File: config.mk
export PLATFORM = sky130hd
export DESIGN_NAME = ultrasound_array_ranger
export DESIGN_NICKNAME = d
export VERILOG_FILES = /design/src/rtl/ultrasound_pkg.sv /design/src/rtl/ultrasound_echo_timer.sv /design/src/rtl/ultrasound_array_ranger.sv
export SDC_FILE = /design/constraint.sdc
export NUM_CORES = 1
export LEC_CHECK = 0
export CORE_MARGIN = 2
export CORE_UTILIZATION = 45
export DETAILED_ROUTE_END_ITERATION = 6
export GPL_ROUTABILITY_DRIVEN = 0
export PLACE_DENSITY = 0.73
export SLEW_MARGIN = 20
export SYNTH_ARGS = -nofsm -noshare
export SYNTH_HDL_FRONTEND = slang
export SYNTH_SLANG_ARGS = --single-unit
File: constraint.sdc
create_clock -name clock -period 8.2 [get_ports clock]
set_input_delay 1.64 -clock clock [delete_from_list [all_inputs] [get_ports clock]]
set_output_delay 1.64 -clock clock [all_outputs]
set_load 0.05 [all_outputs]
File: src/rtl/ultrasound_pkg.sv
// Shared state encodings and arithmetic helpers for the ultrasound array ranger.
package ultrasound_pkg;

  typedef enum logic [3:0] {
    ST_IDLE      = 4'd0,
    ST_TRIGGER   = 4'd1,
    ST_WAIT_RISE = 4'd2,
    ST_MEASURE   = 4'd3,
    ST_POWER_OFF = 4'd4,
    ST_GAP       = 4'd5,
    ST_MEDIAN    = 4'd6,
    ST_REPORT    = 4'd7
  } state_e;

  localparam int unsigned MAX_DIST_W = 16;

  typedef logic [MAX_DIST_W-1:0] dist_t;

  typedef struct packed {
    logic  vld;
    dist_t val;
  } med_t;

  // Invalid samples sort as all-ones; two or more invalid samples void the result.
  function automatic med_t median3(input dist_t a, input dist_t b, input dist_t c,
                                   input logic [2:0] inv, input dist_t ones);
    dist_t x, y, z, lo, hi;
    med_t  r;
    x = inv[0] ? ones : a;
    y = inv[1] ? ones : b;
    z = inv[2] ? ones : c;
    lo = (x < y) ? x : y;
    hi = (x < y) ? y : x;
    r.val = (z < lo) ? lo : ((z > hi) ? hi : z);
    r.vld = ($countones(inv) < 2);
    return r;
  endfunction

  function automatic dist_t sat_add(input dist_t a, input dist_t b, input dist_t max);
    logic [MAX_DIST_W:0] s;
    s = {1'b0, a} + {1'b0, b};
    return (s > {1'b0, max}) ? max : s[MAX_DIST_W-1:0];
  endfunction

endpackage

File: src/rtl/ultrasound_echo_timer.sv
// Echo pulse timer shared by all channels: rise/fall detection, cycle counter,
// timeout flag and scaled sample. Strobes are combinational from the counter state.
module ultrasound_echo_timer #(
  parameter int unsigned CNT_W     = 16,
  parameter int unsigned DIST_W    = 8,
  parameter int unsigned DIV_SHIFT = 1,
  parameter int unsigned TIMEOUT   = 100
) (
  input  logic              clock,
  input  logic              reset,
  input  logic              wait_i,
  input  logic              meas_i,
  input  logic              echo_i,
  output logic              rise_o,
  output logic              fall_o,
  output logic              timeout_o,
  output logic [DIST_W-1:0] sample_o
);

  localparam logic [CNT_W-1:0] TMO      = CNT_W'(TIMEOUT);
  localparam logic [CNT_W-1:0] DIST_MAX = CNT_W'((64'd1 << DIST_W) - 1);

  logic [CNT_W-1:0] cnt_q, cnt_d, cnt_inc, shifted;

  assign cnt_inc = cnt_q + 1'b1;
  assign shifted = cnt_q >> DIV_SHIFT;
  assign sample_o = (shifted > DIST_MAX) ? {DIST_W{1'b1}} : DIST_W'(shifted);

  // The counter doubles as the wait-for-rise timer and the echo-width counter.
  always_comb begin
    cnt_d     = '0;
    rise_o    = 1'b0;
    fall_o    = 1'b0;
    timeout_o = 1'b0;
    if (wait_i) begin
      if (echo_i) begin
        rise_o = 1'b1;
        cnt_d  = CNT_W'(1);
      end else begin
        cnt_d     = cnt_inc;
        timeout_o = (cnt_inc >= TMO);
      end
    end else if (meas_i) begin
      if (echo_i) begin
        cnt_d     = cnt_inc;
        timeout_o = (cnt_inc >= TMO);
      end else begin
        fall_o = 1'b1;
      end
    end
  end

  always_ff @(posedge clock or posedge reset) begin
    if (reset) cnt_q <= '0;
    else       cnt_q <= cnt_d;
  end

endmodule

File: src/rtl/ultrasound_array_ranger.sv
// Sweeps enabled ultrasound channels, takes the median of three echo timings each and
// reports the nearest sensor. Optional timeout power-cycling: ULTRASOUND_POWER_CYCLE_EN.
module ultrasound_array_ranger
  import ultrasound_pkg::*;
#(
  parameter int unsigned NUM_SENSORS      = 10,
  parameter int unsigned IDX_W            = 4,
  parameter int unsigned DIST_W           = 8,
  parameter int unsigned CNT_W            = 16,
  parameter int unsigned DIV_SHIFT        = 1,
  parameter int unsigned OFFSET           = 5,
  parameter int unsigned TRIGGER_CYCLES   = 4,
  parameter int unsigned GAP_CYCLES       = 5,
  parameter int unsigned TIMEOUT          = 100,
  parameter int unsigned POWER_OFF_CYCLES = 6
) (
  input  logic                    clock,
  input  logic                    reset,
  input  logic                    calculate,
  input  logic [NUM_SENSORS-1:0]  sensor_mask,
  input  logic [NUM_SENSORS-1:0]  ultrasound_signals,
  output logic [NUM_SENSORS-1:0]  ultrasound_commands,
  output logic [NUM_SENSORS-1:0]  ultrasound_power,
  output logic [IDX_W+DIST_W-1:0] rover_location,
  output logic                    no_target,
  output logic                    done,
  output logic                    busy,
  output logic [3:0]              state
);

  localparam dist_t DIST_ONES = dist_t'((64'd1 << DIST_W) - 1);

  state_e                    state_q, state_d;
  logic [CNT_W-1:0]          cyc_q, cyc_d;
  logic [IDX_W-1:0]          idx_q, idx_d, best_idx_q, best_idx_d;
  logic [NUM_SENSORS-1:0]    pending_q, pending_d, sel;
  logic [1:0]                samp_n_q, samp_n_d;
  logic [2:0][DIST_W-1:0]    samp_q, samp_d;
  logic [2:0]                samp_inv_q, samp_inv_d;
  logic                      best_vld_q, best_vld_d;
  logic [DIST_W-1:0]         best_q, best_d;
  logic [IDX_W+DIST_W-1:0]   loc_q;
  logic                      no_target_q;
  logic                      echo_sel, rise, fall, tmo;
  logic [DIST_W-1:0]         sample;
  med_t                      med;
  dist_t                     med_off;

  function automatic logic [IDX_W-1:0] lowest(input logic [NUM_SENSORS-1:0] m);
    lowest = '0;
    for (int i = NUM_SENSORS - 1; i >= 0; i--) begin
      if (m[i]) lowest = IDX_W'(i);
    end
  endfunction

  assign sel      = NUM_SENSORS'(1) << idx_q;
  assign echo_sel = |(ultrasound_signals & sel);

  ultrasound_echo_timer #(
    .CNT_W(CNT_W), .DIST_W(DIST_W), .DIV_SHIFT(DIV_SHIFT), .TIMEOUT(TIMEOUT)
  ) u_timer (
    .clock    (clock),
    .reset    (reset),
    .wait_i   (state_q == ST_WAIT_RISE),
    .meas_i   (state_q == ST_MEASURE),
    .echo_i   (echo_sel),
    .rise_o   (rise),
    .fall_o   (fall),
    .timeout_o(tmo),
    .sample_o (sample)
  );

  always_comb begin
    state_d    = state_q;
    cyc_d      = cyc_q;
    idx_d      = idx_q;
    pending_d  = pending_q;
    samp_n_d   = samp_n_q;
    samp_d     = samp_q;
    samp_inv_d = samp_inv_q;
    best_vld_d = best_vld_q;
    best_idx_d = best_idx_q;
    best_d     = best_q;
    med        = median3(dist_t'(samp_q[0]), dist_t'(samp_q[1]), dist_t'(samp_q[2]),
                         samp_inv_q, DIST_ONES);
    med_off    = sat_add(med.val, dist_t'(OFFSET), DIST_ONES);

    case (state_q)
      ST_IDLE: begin
        if (calculate) begin
          pending_d  = sensor_mask;
          idx_d      = lowest(sensor_mask);
          samp_n_d   = '0;
          cyc_d      = '0;
          best_vld_d = 1'b0;
          best_idx_d = '0;
          best_d     = '0;
          state_d    = (sensor_mask == '0) ? ST_REPORT : ST_TRIGGER;
        end
      end
      ST_TRIGGER: begin
        if (cyc_q == CNT_W'(TRIGGER_CYCLES - 1)) begin
          cyc_d   = '0;
          state_d = ST_WAIT_RISE;
        end else begin
          cyc_d = cyc_q + 1'b1;
        end
      end
      ST_WAIT_RISE, ST_MEASURE: begin
        if (tmo) begin
          samp_inv_d[samp_n_q] = 1'b1;
`ifdef ULTRASOUND_POWER_CYCLE_EN
          state_d = ST_POWER_OFF;
`else
          state_d = ST_GAP;
`endif
        end else if (rise) begin
          state_d = ST_MEASURE;
        end else if (fall) begin
          samp_d[samp_n_q]     = sample;
          samp_inv_d[samp_n_q] = 1'b0;
          state_d              = ST_GAP;
        end
      end
      ST_POWER_OFF: begin
        if (cyc_q == CNT_W'(POWER_OFF_CYCLES - 1)) begin
          cyc_d   = '0;
          state_d = ST_GAP;
        end else begin
          cyc_d = cyc_q + 1'b1;
        end
      end
      ST_GAP: begin
        if (cyc_q == CNT_W'(GAP_CYCLES - 1)) begin
          cyc_d = '0;
          if (samp_n_q == 2'd2) begin
            samp_n_d = '0;
            state_d  = ST_MEDIAN;
          end else begin
            samp_n_d = samp_n_q + 1'b1;
            state_d  = ST_TRIGGER;
          end
        end else begin
          cyc_d = cyc_q + 1'b1;
        end
      end
      ST_MEDIAN: begin
        // Sensors are visited in ascending order, so strict < keeps the lowest index on ties.
        if (med.vld && (!best_vld_q || med_off < dist_t'(best_q))) begin
          best_vld_d = 1'b1;
          best_idx_d = idx_q;
          best_d     = DIST_W'(med_off);
        end
        pending_d = pending_q & ~sel;
        if (pending_d == '0) begin
          state_d = ST_REPORT;
        end else begin
          idx_d   = lowest(pending_d);
          state_d = ST_TRIGGER;
        end
      end
      ST_REPORT: state_d = ST_IDLE;
      default:   state_d = ST_IDLE;
    endcase
  end

  always_ff @(posedge clock or posedge reset) begin
    if (reset) begin
      state_q     <= ST_IDLE;
      cyc_q       <= '0;
      idx_q       <= '0;
      pending_q   <= '0;
      samp_n_q    <= '0;
      samp_q      <= '0;
      samp_inv_q  <= '0;
      best_vld_q  <= 1'b0;
      best_idx_q  <= '0;
      best_q      <= '0;
      loc_q       <= '0;
      no_target_q <= 1'b0;
    end else begin
      state_q    <= state_d;
      cyc_q      <= cyc_d;
      idx_q      <= idx_d;
      pending_q  <= pending_d;
      samp_n_q   <= samp_n_d;
      samp_q     <= samp_d;
      samp_inv_q <= samp_inv_d;
      best_vld_q <= best_vld_d;
      best_idx_q <= best_idx_d;
      best_q     <= best_d;
      if (state_d == ST_REPORT && state_q != ST_REPORT) begin
        no_target_q <= !best_vld_d;
        if (best_vld_d) loc_q <= {best_idx_d, best_d};
      end
    end
  end

  assign ultrasound_commands = (state_q == ST_TRIGGER) ? sel : '0;
`ifdef ULTRASOUND_POWER_CYCLE_EN
  assign ultrasound_power = (state_q == ST_POWER_OFF) ? ~sel : '1;
`else
  assign ultrasound_power = '1;
`endif
  assign rover_location = loc_q;
  assign no_target      = no_target_q;
  assign done           = (state_q == ST_REPORT);
  assign busy           = (state_q != ST_IDLE);
  assign state          = state_q;

endmodule

==> impl_metrics.yaml, run 1 <==
finish:
  diodes: 0
  stdcell_count: 1107
  nets: 948
  area_growth_syn_to_layout_pct: 14.7
  drive_gt1_share_pct: 8.37
  final_core_util_pct: 52.8
die:
  dieArea_um2: 16600
  die_y_um: 129
  die_w_um: 129
  core_um2: 15300
  core.rowCount: 45
  ios: 62
  start_util_pct: 46.1
synth:
  synth_area_per_cell_um2: 8.23
  yosys-top-cells-count: "nor2_1, dfrtp_1, nand2_1, a21oi_1, o21ai_0"
  ys.flop_type: "dfrtp_1"
  synth_area_um2: 7030
  synthCells: 854
  ys_seq_area_share_pct: 37.4
  synth_most_common_cell: "nor2_1"
  synth_edf_count: 0
  synth_top_area_cell: "dfrtp_1"
  synth.top_cell.area_share_pct: 37.4
  yosys_warnings: 0
  ys_types: 66
  synthTopCellsByArea: "dfrtp_1, nor2_1, ha_1"
  ys_ff_latch: 105
  async_reset_ff_share_pct: 100
critical_path:
  cp_top_family: "simple AND/OR/NAND/NOR gates"
  cp.depth: 35
  critPathLaunchType: "register"
  cp_data_arrival_time_ps: 7930
  slowest_delay_ps: 550
  worstSetupEndpoint: "rover_location[9]"
  ff2ff_setup_slack_ps: 510
  r2r_end: "rover_location[9]"
  critPathRequiredTime_ps: 8440
  rr_worst_depth: 35
  critPathSlowestCell: "or4_1"
  cp.buffers_inverters: 5
  critPathMaxFanout: 17
  endpoint_kind: "register"
  criticalPathCategory: "reg2reg"
clock_network:
  cts.clk_slew.worst_paths_ps: 70
  clk_path_buf_depth: 2
  holdBufCountCts: 0
  cts_sinks: 105
  clockRootBuffer: "clkbuf_16"
  cts_buffers: 9
  cts_max_level: 3
  cts_tree: "built"
  clk_latency_ps: 360
placement:
  dp_cells: 1088
  numPortBuffers: 51
  place_hpwl_mm: 12.3
grt:
  grt_use_total_pct: 20.3
  first_global_vias: 5616
  met1_usage_pct: 29.6
  met3_usage_pct: 4.20
  grt_start_max_net_pins: 58
  met2_usage_pct: 31.0
  grt-ovfl-total: 0
  grt_busiest_layer: "met2"
  antenna_found_initial: 0
  grt_pass1_wl_mm: 27.4
min_path:
  hold_start: "rover_location[0]"
  hold_depth: 1
  hp-class: "reg2reg"
sta:
  skew_ps: 16.2
  drv_slew: 0
  slew_headroom_pct: 33.8
  worstMarginPinSlew_ps: 987
  hold_violations: 0
  period_share_pct: 93.8
  timing.setup.tns_ps: 0
  min_period_ps: 7690
  fin_hold_ws_ps: 508
  fmax_ghz: 0.130
  setup_viol: 0
  rsz0062_at_grt: "no"
flow_run:
  cap_viol_max_count: 0
power:
  leakagePower_nw: 3.63
  ir_drop_mv: 0.193
  powerDensity_nw_per_um2: 310
  total_power_mw: 2.50
routing:
  avgRoutedWirePerCell_um: 14.9
  viasPerCell: 5.54
  num_vias: 6136
  dr.first_iter.drc_count: 516
  first_pass_iters: 5
  final_antenna_net_count: 0
  wirelength_mm: 16.5
  drcViolationCount: 0
outcome:
  status: "finished, final reports clean"
-- layer usage --
layer / routed length (um) / vias up
met5: 0 / -
met4: 266 / 0
met3: 827 / 23
met2: 7560 / 193
met1: 7850 / 2900
li1: - / 3020
-- what timing repair did --
item	4_1_cts	5_1_grt
gates resized for setup	0	5
buffers inserted	0	3
setup endpoints to repair	0	24
-- power breakdown --
part,internal (mW),switching (mW)
clock network,0.253,0.208
registers,0.541,0.0354
logic,0.642,0.820
total,1.43,1.06
-- layout make-up --
cell class | count | area, um2
fill | 1399 | 7190
sequential | 105 | 2630
clock buffer | 10 | 239
clock inverter | 6 | 85.1
multi-input combinational | 669 | 4060
inverter | 38 | 145
tap | 211 | 264
timing repair buffer | 68 | 642
-- how the worst min path moves through the flow --
stage / end / slack [ps]
2_1_floorplan: pending_q[1] / 470
3_3_place_gp: rover_location[3] / 490
3_5_place_dp: rover_location[0] / 490
4_1_cts: rover_location[0] / 510
5_1_grt: rover_location[11] / 520
6_report: rover_location[0] / 510
-- logic make-up after synthesis --
| logic type | count (synthesis) | synth area share (%) |
|---|---|---|
| multiplexers | 28 | 4.34 |
| buffers and inverters | 89 | 5.66 |
| XOR/XNOR | 32 | 3.99 |
| other | 2 | 0.107 |
| AND/OR/NAND/NOR | 380 | 25.2 |
| AO/OA/AOI/OAI | 182 | 17.0 |
| flip-flops | 105 | 37.4 |
| adder cells (fa/ha/maj) | 36 | 6.34 |
-- sequential cells by signal, summed over array words and instances (netlist names), named ones only --
| name | cells |
|---|---|
| pending_q | 10 |
| samp_n_q | 2 |
| u_timer.cnt_q | 16 |
| best_idx_q | 4 |
| best_vld_q | 1 |
| samp_q | 24 |
| cyc_q | 16 |
| best_q | 8 |
| no_target | 1 |
| state | 4 |
| rover_location | 12 |
| idx_q | 4 |
-- stage by stage --
step | worst slack [ps] | area [um2]
2_1_floorplan | 368 | 7060
3_3_place_gp | 451 | 7690
3_5_place_dp | 278 | 7690
4_1_cts | 262 | 8010
5_1_grt | 10.7 | 8060
6_report | 510 | 8060
-- cells in the final DEF, fill, tap and decap left out, types with 10 or more instances in the layout --
master             n
nor2_1           144
dfrtp_1          105
nand2_1           88
clkdlybuf4s50_1   51
a21oi_1           47
o21ai_0           41
inv_1             37
ha_1              34
nor3_1            30
mux2_2            20
nand2b_1          17
xor2_1            17
buf_4             16
nor2b_1           15
nand3_1           15
xnor2_1           15
nor4_1            13
nand4_1           11
a22o_1            11
conb_1            11
a31oi_1           10
No activity file was read; power rests on OpenSTA's default activity.
==> run 2: changes to the inputs <==
PLACE_DENSITY = unset   (was 0.73)
PLACE_DENSITY_LB_ADDON = 0.08   (was unset)
==> impl_metrics.yaml, run 2 (synthesized netlist as in run 1, its figures left out) <==
outcome:
  status: "finished, final reports clean"
finish:
  area_growth_syn_to_layout_pct: 15.8
  layout_commonest_cell: "nor2_1"
  diodes: 0
  drive_gt1_share_pct: 10.3
  fill_cells: 1411
  largest_reg_flops: 24
  mostFrequentLayoutCells: "nor2_1, dfrtp_1, nand2_1, clkdlybuf4s50_1, a21oi_1"
  nets: 956
  postLayoutCellArea_um2: 8140
  final_core_util_pct: 53.3
  reg_top3: "samp_q x24, cyc_q x16, u_timer.cnt_q x16"
  max_flop_register: "samp_q"
  stdcell_count: 1115
critical_path:
  critPathMaxFanout: 15
  critPathRequiredTime_ps: 8430
  critPathSlowestCell: "a2111o_1"
  rr_worst_depth: 36
  cp_data_arrival_time_ps: 7950
  slowest_delay_ps: 490
  ff2ff_setup_slack_ps: 480
  endpoint_kind: "register"
  r2r_end: "rover_location[6]"
  critPathLaunchType: "register"
  criticalPathCategory: "reg2reg"
grt:
  grt-ovfl-total: 0
  first_global_vias: 5793
  grt_use_total_pct: 21.4
  grt_pass1_wl_mm: 28.5
  grt_start_max_net_pins: 73
  antenna_found_initial: 0
power:
  combPwrFrac_pct: 60.6
  leakagePower_nw: 3.66
  pwr-share-seq_pct: 22.6
  clkPwrFrac_pct: 16.8
  powerDensity_nw_per_um2: 314
  swShare_pct: 42.7
  switchingPower_mw: 1.09
  ir_drop_mv: 0.181
  p_int_mw: 1.46
placement:
  dp_cells: 1091
  place_hpwl_mm: 13.0
  dpl_cell_area_um2: 7710
  post-place-ws_ps: 85.4
  numPortBuffers: 51
clock_network:
  clk_latency_ps: 350
  cts_max_level: 3
  holdBufCountCts: 0
  clk_path_buf_depth: 2
  cts.clk_slew.worst_paths_ps: 80
  cts_buffers: 9
  cts_sinks: 105
  cts_tree: "built"
  clockRootBuffer: "clkbuf_16"
routing:
  final_antenna_net_count: 0
  dr.first_iter.drc_count: 467
  avgRoutedWirePerCell_um: 15.6
  first_pass_iters: 6
  drcViolationCount: 0
  viasPerCell: 5.52
  num_vias: 6153
  wirelength_mm: 17.4
sta:
  fin_hold_ws_ps: 505
  fmax_ghz: 0.130
  period_share_pct: 94.1
  setup_viol: 0
  slew_headroom_pct: 33.3
  skew_ps: 10.3
  worstMarginPinSlew_ps: 995
  setup_slack_ps: 482
  hold_violations: 0
  min_period_ps: 7720
  drv_slew: 0
flow_run:
  cap_viol_max_count: 0
min_path:
  hold_depth: 1
  hp-class: "reg2reg"
  hold_start: "pending_q[0]"
  min_to: "pending_q[0]"
die:
  die_w_um: 129
  dieArea_um2: 16600
  die_y_um: 129
  ios: 62
  core.rowCount: 45
  core_um2: 15300
  start_util_pct: 46.1
## run 2: cell count changes in the layout (fill, tap and decap cells not counted), sizes merged
cell,before,now
buf,17,25
clkinv,2,1
clkinvlp,1,3
bufinv,1,0
## run 2: worst max-delay path by stage
stage,slack (ps),depth (start not counted),start,to
CTS,20,36,register,rover_location[7]
floorplan,370,41,register,rover_location[6]
detailed placement,90,36,register,rover_location[11]
global route,-10,39,register,rover_location[1]
finish,480,36,register,rover_location[6]
global placement,290,35,register,rover_location[8]
## run 2: critical path, delay by kind of cell, from the launching register on
kind	cells	cell delay (ps)
AND/OR/NAND/NOR	11	2050
XOR/XNOR	1	190
flip-flops	1	450
multiplexers	2	540
AO/OA/AOI/OAI	15	2960
adder cells (fa/ha/maj)	4	890
buffers and inverters	3	500
## run 2: per-stage QoR
stage	power (mW)	setup TNS [ps]
final	2.55	0
after global routing	2.76	-11.9
after CTS	2.43	0
after detailed placement	1.98	0
after global placement	1.97	0
after floorplan	1.61	0
## run 2: layer usage
metal | GRT usage, % | share of wire (%) | up-vias
li1 | - | - | 3044
met1 | 29.5 | 47 | 2915
met2 | 34.9 | 47 | 169
met3 | 3.45 | 4.1 | 25
met4 | 6.33 | 2.0 | 0
met5 | 0 | 0 | -
## run 2: final cells by class
| type | instances | area, um2 | share of cell area (%) |
|---|---|---|---|
| Multi-Input combinational cell | 669 | 4110 | 50.4 |
| Inverter | 38 | 145 | 1.78 |
| Timing Repair Buffer | 76 | 698 | 8.58 |
| Clock inverter | 6 | 58.8 | 0.722 |
| Clock buffer | 10 | 239 | 2.94 |
| Sequential cell | 105 | 2630 | 32.3 |
| Tap cell | 211 | 264 | 3.24 |
## run 2: power groups by stage
stage	clock network (mW)	logic (mW)	registers, mW
detailed placement	0	1.40	0.584
floorplan	0	1.04	0.571
CTS	0.443	1.41	0.574
global placement	0	1.39	0.584
global route	0.463	1.72	0.580
finish	0.429	1.55	0.576
## run 2: timing repair
action                     CTS  global route
buffers inserted             0             7
setup endpoints to repair    0            24
resized for setup            0            16
